$ cat src/rtl/fir_ntap.sv
// Time-multiplexed N-tap FIR: one shared multiplier, one product per cycle.
// Define FIR_NTAP_SAT_EN to saturate y on overflow; otherwise y wraps.
module fir_ntap #(
  parameter int unsigned DW    = 16,
  parameter int unsigned CW    = 16,
  parameter int unsigned NTAPS = 8,
  parameter int unsigned FRAC  = 15
) (
  input  logic                         clk,
  input  logic                         rst,
  input  logic                         en,
  input  logic                         in_valid,
  input  logic signed [DW-1:0]         x,
  output logic                         in_ready,
  input  logic                         coef_we,
  input  logic [$clog2(NTAPS)-1:0]     coef_addr,
  input  logic signed [CW-1:0]         coef_data,
  output logic signed [DW-1:0]         y,
  output logic                         out_valid,
  output logic                         ovf
);

  localparam int unsigned AW   = $clog2(NTAPS);
  localparam int unsigned PW   = DW + CW;
  localparam int unsigned ACCW = DW + CW + AW;

  typedef enum logic [1:0] {IDLE, MAC, DONE} state_t;

  state_t                 state_q;
  logic [AW-1:0]          cnt_q;
  logic signed [ACCW-1:0] acc_q;
  logic signed [DW-1:0]   dly_q  [NTAPS];
  logic signed [CW-1:0]   coef_q [NTAPS];
  logic signed [DW-1:0]   y_q;
  logic                   out_valid_q;
  logic                   ovf_q;

  logic signed [PW-1:0]   prod;
  logic signed [ACCW-1:0] prod_ext;
  logic signed [ACCW-1:0] sum_sh;
  logic                   ovf_c;
  logic signed [DW-1:0]   y_c;

  always_comb begin
    prod     = coef_q[cnt_q] * dly_q[cnt_q];
    prod_ext = {{AW{prod[PW-1]}}, prod};
    sum_sh   = acc_q >>> FRAC;
    // Fits in DW signed iff every bit from DW-1 upward equals the sign bit.
    ovf_c    = !((&sum_sh[ACCW-1:DW-1]) || !(|sum_sh[ACCW-1:DW-1]));
`ifdef FIR_NTAP_SAT_EN
    if (ovf_c) begin
      y_c = sum_sh[ACCW-1] ? {1'b1, {(DW-1){1'b0}}} : {1'b0, {(DW-1){1'b1}}};
    end else begin
      y_c = sum_sh[DW-1:0];
    end
`else
    y_c = sum_sh[DW-1:0];
`endif
  end

  always_ff @(posedge clk) begin
    if (rst) begin
      state_q     <= IDLE;
      cnt_q       <= '0;
      acc_q       <= '0;
      y_q         <= '0;
      out_valid_q <= 1'b0;
      ovf_q       <= 1'b0;
      for (int k = 0; k < NTAPS; k++) begin
        dly_q[k]  <= '0;
        coef_q[k] <= '0;
      end
    end else if (en) begin
      out_valid_q <= 1'b0;
      ovf_q       <= 1'b0;
      unique case (state_q)
        IDLE: begin
          // Coefficient written on the accept edge is seen by the MAC that follows.
          if (coef_we) coef_q[coef_addr] <= coef_data;
          if (in_valid) begin
            dly_q[0] <= x;
            for (int k = 1; k < NTAPS; k++) dly_q[k] <= dly_q[k-1];
            acc_q   <= '0;
            cnt_q   <= '0;
            state_q <= MAC;
          end
        end
        MAC: begin
          acc_q <= acc_q + prod_ext;
          cnt_q <= cnt_q + 1'b1;
          if (cnt_q == AW'(NTAPS - 1)) state_q <= DONE;
        end
        DONE: begin
          y_q         <= y_c;
          ovf_q       <= ovf_c;
          out_valid_q <= 1'b1;
          state_q     <= IDLE;
        end
        default: state_q <= IDLE;
      endcase
    end else begin
      // Frozen: everything holds except the result strobes, which drop.
      out_valid_q <= 1'b0;
      ovf_q       <= 1'b0;
    end
  end

  assign in_ready  = (state_q == IDLE);
  assign y         = y_q;
  assign out_valid = out_valid_q;
  assign ovf       = ovf_q;

endmodule
$ cat config.mk
export PLATFORM = sky130hd
export DESIGN_NAME = fir_ntap
export DESIGN_NICKNAME = d
export VERILOG_FILES = /design/src/rtl/fir_ntap.sv
export SDC_FILE = /design/constraint.sdc
export NUM_CORES = 1
export LEC_CHECK = 0
export CORE_ASPECT_RATIO = 0.8
export CORE_MARGIN = 4
export CORE_UTILIZATION = 40
export DETAILED_ROUTE_END_ITERATION = 8
export PLACE_DENSITY = 0.6
export SLEW_MARGIN = 30
export SYNTH_ARGS = -nofsm -noshare
export SYNTH_HDL_FRONTEND = slang
export SYNTH_SLANG_ARGS = --single-unit
$ cat constraint.sdc
create_clock -name clk -period 9 [get_ports clk]
set_input_delay 1.35 -clock clk [delete_from_list [all_inputs] [get_ports clk]]
set_output_delay 1.35 -clock clk [all_outputs]
set_load 0.01 [all_outputs]
# Word level (Yosys, flattened, before mapping)
# Memories as Yosys holds them, arrays and structs flattened. A register that Yosys moved wholly into a read port is not among the register bits.
# Cells that the tools add are included.
# word_totals
input_bits	40
word_cells	74
regBits	58
ramBits	256
mem_count	2
output_inout_bits	19
# op_classes
n_eq_ne	5
bitwise	10
add_sub_neg	2
n_reduce_logical	13
n_mul	1
mux	35
# memory_table
memory	depth	width	read_ports	rd_ports_with_merged_regs	write_ports	line	source
coef_q	8	16	1	1	8	33	logic signed [CW-1:0] coef_q [NTAPS];
dly_q	8	16	8	1	8	32	logic signed [DW-1:0] dly_q [NTAPS];
# ops
op	n
$mux 16	9
$pmux 35 s2	1
$add 35x32->35	1
$mux 35	1
$mul 16x16->32	1
$mux 3	6
$reduce_or 16->1	1
$mux 1	14
$or 1x1->1	8
$pmux 3 s2	1
$reduce_and 3->1	2
$reduce_and 5->1	1
$reduce_or 5->1	1
$mux 2	2
$ne 2x2->1 const B	2
$pmux 2 s2	1
$add 3x1->3 const B	1
$eq 3x3->1 const B	1
$reduce_or 3->1	1
$eq 2x1->1 const B	1
$eq 2x2->1 const B	1
$logic_not 1->1	2
$logic_not 2->1	1
$not 1->1	2
other kinds (4)	4

# Logic depth before layout (Yosys ltp)
# Gate-level depths: netlist (run 1).
# logic_depth
depth_word	7
ltp_mapped	28
depth_no_buf	25

# Worst setup path after synthesis (run 1)
# OpenSTA, ideal clock, no wires.
# synth_timing
path_kind	flip-flop to flip-flop
start	register (tool-made name)
end	register acc_q[33]
t_arrival_ns	6.964
required_ns	8.873
path_buffers	3
period_less_slack_ns	7.091
path_stages_with_launch	27
setup_slack_ns	1.909
setup_time_ns	0.127
cell_sequence	dfxtp_1 buf_2 buf_4 buf_2 mux4_2 mux2i_1 nor2_1 fa_1 inv_1 fa_1 fa_1 inv_1 fa_1 fa_1 inv_1 fa_1 inv_1 ha_1 a211oi_1 o21bai_1 a221o_1 nand4b_1 nand2_1 o31ai_2 o31ai_2 xor2_1 o21ai_1
# synth_lines
element	line	source
end signal, assigned	89	acc_q <= acc_q + prod_ext;
end, declared	31	logic signed [ACCW-1:0] acc_q;

==> results of run 1 <==
## per-stage QoR
stage                     cells  power [mW]  utilization, %  area, µm²  setup WS, ns
after floorplan            2150        6.26               -      24700          1.91
after global placement     3003        7.64            43.1      26400          1.12
after detailed placement   3003        7.62            43.1      26400          1.04
after CTS                  3067        9.15            45.0      27500          1.01
after global routing       3067        10.1            45.0      27500         0.340
final                      3067        9.10            45.0      27500          1.00
## kinds of logic (layout without fill, tap and decap cells)
family	count (synthesis)	count (layout)
XOR/XNOR	38	38
multiplexers	114	114
buffers and inverters	440	527
adder cells (fa/ha/maj)	416	416
AND/OR/NAND/NOR	677	677
AO/OA/AOI/OAI	148	148
flip-flops	317	317
## state kept, by name (all words and copies together), names as in the netlist, named ones only
register and cells:
ovf 1, dly_q 128, acc_q 35, out_valid 1, cnt_q 3, y 16
coef_q 128, state_q 2
## Yosys cell counts (all sizes together), types with 39 or more instances
master	instances	area (µm²)
inv	365	1370
mux4	64	1440
edfxtp	256	7690
a21oi	44	224
nor2	179	672
ha	106	1330
dfxtp	61	1220
fa	310	6210
nand2	181	679
and2	231	1450
nor2b	39	244
clkbuf	52	195
## power breakdown
group / internal (mW) / switching (mW) / total [mW]
sequential: 1.69 / 0.0787 / 1.77
clock: 0.863 / 0.612 / 1.47
combinational: 2.40 / 3.46 / 5.86
## layout make-up
type | count | share of cell area, %
Tap cell | 830 | 3.77
Inverter | 365 | 4.98
Clock inverter | 20 | 0.791
Sequential cell | 317 | 32.4
Clock buffer | 44 | 3.42
Multi-Input combinational cell | 1393 | 51.4
Timing Repair Buffer | 98 | 3.29
## metal layers
layer / vias up / GRT usage, % / routed length [µm]
met5: - / 0 / 0
met4: 0 / 4.39 / 1160
met3: 66 / 3.13 / 3460
met2: 403 / 30.4 / 27500
met1: 7945 / 26.2 / 26200
li1: 7029 / - / -
## path summary, 6_finish.rpt
path / start / end / slack (ns) / cells past startpoint
hold reg to reg: y[7] / y[7] / 0.46 / 2
setup reg to reg: register / acc_q[33] / 1.00 / 24
hold / removal: y[7] / y[7] / 0.46 / 2
setup / recovery: register / acc_q[33] / 1.00 / 24
## critical path, stage by stage, from the launching register on
cell      delay [ns]
dfxtp_4         0.64
buf_12          0.30
mux4_2          0.55
mux2i_1         0.77
nor2_1          0.16
fa_1            0.47
fa_1            0.56
inv_1           0.06
fa_1            0.49
inv_1           0.05
fa_1            0.44
fa_1            0.51
inv_1           0.05
fa_1            0.47
inv_1           0.04
ha_1            0.43
nand4_1         0.21
nor3_1          0.39
nand4_1         0.16
nand4b_1        0.23
nand2_1         0.16
o31ai_2         0.35
o31ai_2         0.10
xor2_1          0.14
o21ai_1         0.07
==> summary.md, run 1 <==
| Metric | Value |
|---|---|
| DRT antenna net count | 0 |
| Fin crit share | 88.9% |
| H-tree depth | 2 |
| Relative slew slack | 34.1% |
| Postcts setup bufs | 0 |
| Post-Synth Adder-Cell Area | 30.5% |
| Total grt overflow | 0 |
| Avg WL per Cell | 19.0 µm |
| Multi-input gate area in the final layout | 14,100 µm² |
| Gr usage total | 18.6% |
| Vias in the first global route | 17.4k |
| Most common cell after layout, fill and taps aside | inv_1 |
| Setup TNS | 0 ns |
| DPL Wire Length | 43.8 mm |
| Post-synthesis xor/xnor area fraction | 1.35% |
| FMAX | 125 MHz |
| Register area share after synthesis | 36.1% |
| GPL Wtd Cong | 0.901 |
| Lkg Pwr | 11.9 nW |
| Final WL | 58.3 mm |
| Ratio of cells with drive above 1 in the final layout | 9.43% |
| Final setup violation count | 0 |
| Post-Syn Area | 24,700 µm² |
| Drt first pass iters | 7 |
| Initial antenna violation count | 0 |
| Largest net degree at the start of global routing | 97 |
| Diodes inserted | 0 |
| Asr flop ratio synth | 0% |
| Worst Path Class, Setup | reg2reg |
| Ports | 59 |
| Worst-skew pair later-pin latency | 0.55 ns |
| Max VDD drop | 0.394 mV |
| First-pass GRT wire length | 96.8 mm |
| Worst slew pin tran | 0.961 ns |
| Critical Path RT | 9.41 ns |
| Clock sink count | 317 |
| Die span in y | 230 µm |
| RSZ-0062 raised after global routing | no |
| Worst hold path class | reg2reg |
| Routed vias/inst | 5.04 |
| Yosys reg bits | 317 |
| Starting Density | 40.4% |
| Status | complete, no violations |
| Worst setup EP type | register |
| Hold-fix buffers, CTS | 0 |
| Die area | 65,800 µm² |
| Via count | 15.4k |
| # fillers | 5,592 |
| Yosys warns | 0 |
| Syn avg cell area | 11.5 µm² |
| Num rows | 81 |
| Area of the core | 61,100 µm² |
| Setup Skew | 0.0171 ns |
| Primary FF master, synth | edfxtp_1 |
| Post-Synthesis Cells | 2,150 |
| Register clock-pin slew on the reported worst setup and hold paths | 0.06 ns |
| Port bufs | 58 |
| Syn_nets | 2,606 |
| Final hold slack | 0.457 ns |
| Post-synthesis mux area share | 7.99% |
| Die width | 286 µm |
| DR DRC count | 0 |
| Cell at the root of the clock tree | clkbuf_16 |
| CTS tree | yes |
| Commonest non-fill, non-tap cells in the layout | inv_1, fa_1, edfxtp_1 |
| CP Launch Type | register |
| Nets | 2,666 |
| Period minus WS final | 8.00 ns |
| EDFF count, synth | 256 |
| Clock Path Buffers | 3 |
| Max-cap violations | 0 |
| Sequential cell area | 8910 µm² |
| WP data arrival | 8.41 ns |
| Simple-Gate Fraction of Synth Area | 13.5% |
| Combinational family with the most area after synthesis | adder cells |
| Final Hold Violating Endpoints | 0 |
| Num CTS Buffers | 35 |
| Power per Cell Area | 331 nW/µm² |
| Fin. max-slew vios | 0 |
| DR iter-0 viols | 1,120 |
| CP max FO | 27 |
| Compound-Gate Fraction of Synth Area | 3.87% |
| P&R area growth vs syn | 11.4% |
| Post-CTS sizing | 0 |
| Post-synth cell types | 54 |
(Power assumes the default switching activity.)
==> run 2: changes to the inputs <==
CORE_MARGIN = 2   (was 4)
CORE_UTILIZATION = 30   (was 40)
PLACE_DENSITY = 0.49   (was 0.6)
==> summary.md, run 2 (synthesis results as in run 1) <==
| Metric | Value |
|---|---|
| RSZ-0062 raised after global routing | no |
| Nets | 2,669 (+0.11%) |
| Total grt overflow | 0 (unchanged) |
| Setup Skew | 0.0267 ns (+0.00955 ns) |
| Most common cell after layout, fill and taps aside | inv_1 |
| Sw power | 4.19 mW (+0.88%) |
| Max VDD drop | 0.297 mV (-25%) |
| Setup WS pre-CTS | 0.923 ns (-0.113 ns) |
| DRT antenna net count | 0 (unchanged) |
| Starting Density | 30.2% (-10 points) |
| Ports | 59 (unchanged) |
| Fin crit share | 89.8% (+0.92 points) |
| Die span in y | 261 µm (+13%) |
| Clock Path Buffers | 3 (unchanged) |
| Die width | 325 µm (+14%) |
| Postcts setup bufs | 0 (unchanged) |
| First-pass GRT wire length | 99.1 mm (+2.4%) |
| Power per Cell Area | 328 nW/µm² (-0.85%) |
| Die area | 84,700 µm² (+29%) |
| Pint | 4.97 mW (+0.41%) |
| Worst-skew pair later-pin latency | 0.57 ns (+0.02 ns) |
| DR iter-0 viols | 1,003 (-10%) |
| Worst Path Class, Setup | reg2reg |
| Ratio of cells with drive above 1 in the final layout | 9.55% (+0.12 points) |
| Clock sink count | 317 (unchanged) |
| Drt first pass iters | 8 (+1) |
| DR DRC count | 0 (unchanged) |
| Port bufs | 58 (unchanged) |
| Final setup violation count | 0 (unchanged) |
| Clock share of power | 16.2% (about the same) |
| Setup crit end | acc_q[34] |
| Avg WL per Cell | 18.1 µm (-4.9%) |
| CP max FO | 30 (+11%) |
| Routed vias/inst | 4.56 (-9.4%) |
| Worst setup EP type | register |
| Area of the core | 81,900 µm² (+34%) |
| Setup TNS | 0 ns (unchanged) |
| Commonest non-fill, non-tap cells in the layout | inv_1, fa_1, edfxtp_1 |
| Cell at the root of the clock tree | clkbuf_16 |
| P&R area growth vs syn | 13.1% |
| Status | complete, no violations |
| Largest registers | coef_q (128), dly_q (128), acc_q (35) |
| WP data arrival | 8.49 ns (+0.08 ns) |
| Via count | 15.3k (-1.1%) |
| Sw Share | 45.7% (+0.11 points) |
| Area after DPL | 26,700 µm² (+1.4%) |
| Max-cap violations | 0 (unchanged) |
| Worst slew pin tran | 0.974 ns (+0.0130 ns) |
| Hold-fix buffers, CTS | 0 (unchanged) |
| Largest net degree at the start of global routing | 97 (unchanged) |
| H-tree depth | 2 (unchanged) |
| Sequential share of power | 19.4% (about the same) |
| DPL Wire Length | 46.1 mm (+5.3%) |
| Vias in the first global route | 17.2k (-1.5%) |
| Initial antenna violation count | 1 (+1) |
| CTS tree | yes |
| Critical Path RT | 9.41 ns (about the same) |
| Fin. max-slew vios | 0 (unchanged) |
| CP Launch Type | register |
| Fin area | 27,900 µm² (+1.5%) |
| Final Hold Violating Endpoints | 0 (unchanged) |
| Period minus WS final | 8.08 ns (+0.0829 ns) |
| Lkg Pwr | 11.9 nW (+0.15%) |
| FF-to-FF path depth | 27 (+13%) |
| Num CTS Buffers | 38 (+8.6%) |
| FMAX | 124 MHz (-1.0%) |
| Gr usage total | 15.0% (-3.6 points) |
| Reg2reg end | acc_q[34] |
| Num rows | 94 (+16%) |
| Post-CTS sizing | 0 (unchanged) |
| GPL Wtd Cong | 0.851 (-5.6%) |
| Worst hold path class | reg2reg |
| Final WL | 60.5 mm (+3.8%) |
| Register clock-pin slew on the reported worst setup and hold paths | 0.06 ns (about the same) |
| Relative slew slack | 33.2% (-0.89 points) |
| Logic pwr share | 64.4% (about the same) |
| Power Total | 9.16 mW (+0.63%) |
| Reg2reg setup slack | 0.92 ns (-0.08 ns) |
| Worst setup margin | 0.918 ns (-0.0829 ns) |
-- run 2: worst min path at each step --
stage	from	to	slack, ns	depth (start not counted)
3_3_place_gp	acc_q[3]	acc_q[3]	0.45	2
6_report	y[1]	y[1]	0.46	2
5_1_grt	y[2]	y[2]	0.48	2
4_1_cts	y[1]	y[1]	0.46	2
3_5_place_dp	y[1]	y[1]	0.45	2
2_1_floorplan	acc_q[12]	acc_q[12]	0.43	2
-- run 2: area by class of cell --
class | instances | area (µm²)
Inverter | 365 | 1370
Fill cell | 8241 | 53900
Clock inverter | 21 | 201
Tap cell | 1104 | 1380
Clock buffer | 47 | 995
Multi-Input combinational cell | 1393 | 14200
Timing Repair Buffer | 98 | 907
Antenna cell | 2 | 5.00
Sequential cell | 317 | 8920
-- run 2: power groups by stage --
stage / clock [mW] / sequential (mW) / combinational [mW]
global placement: 0 / 1.81 / 5.89
floorplan: 0 / 1.76 / 4.50
finish: 1.48 / 1.78 / 5.90
global route: 1.58 / 1.79 / 6.75
CTS: 1.52 / 1.78 / 5.92
detailed placement: 0 / 1.81 / 5.89
-- run 2: routing by layer --
| layer | share of wire [%] | global-route usage [%] |
|---|---|---|
| met4 | 2.1 | 3.88 |
| met3 | 3.5 | 1.78 |
| met2 | 47 | 24.8 |
| met5 | 0 | 0 |
| met1 | 48 | 20.9 |
-- run 2: worst max-delay path, stage by stage (launching register included) --
cell and delay, ns:
dfxtp_4 0.65, buf_12 0.33, buf_4 0.23, buf_4 0.16, mux4_2 0.51, mux2i_1 0.34
buf_4 0.27, nor2_1 0.08, fa_1 0.52, inv_1 0.05, fa_1 0.45, fa_1 0.49
fa_1 0.54, inv_1 0.05, fa_1 0.48, inv_1 0.05, fa_1 0.47, inv_1 0.04
ha_1 0.33, a21o_1 0.20, a21o_1 0.21, a21oi_2 0.20, o211ai_2 0.19, a211oi_2 0.46
o21ai_1 0.14, a31oi_1 0.21, xnor2_1 0.14, o21ai_1 0.07
-- run 2: per-stage QoR --
step / instances / util, % / hold WS (ns)
detailed placement: 3277 / 32.6 / 0.452
global placement: 3277 / 32.6 / 0.452
finish: 3347 / 34.1 / 0.456
floorplan: 2150 / - / 0.432
CTS: 3345 / 34.1 / 0.459
global route: 3345 / 34.1 / 0.483
==> run 3: changes to the inputs <==
SKIP_LAST_GASP = 1   (was not set)
==> results of run 3 <==
The final DEF is identical to that of run 2; final timing and power are the same.
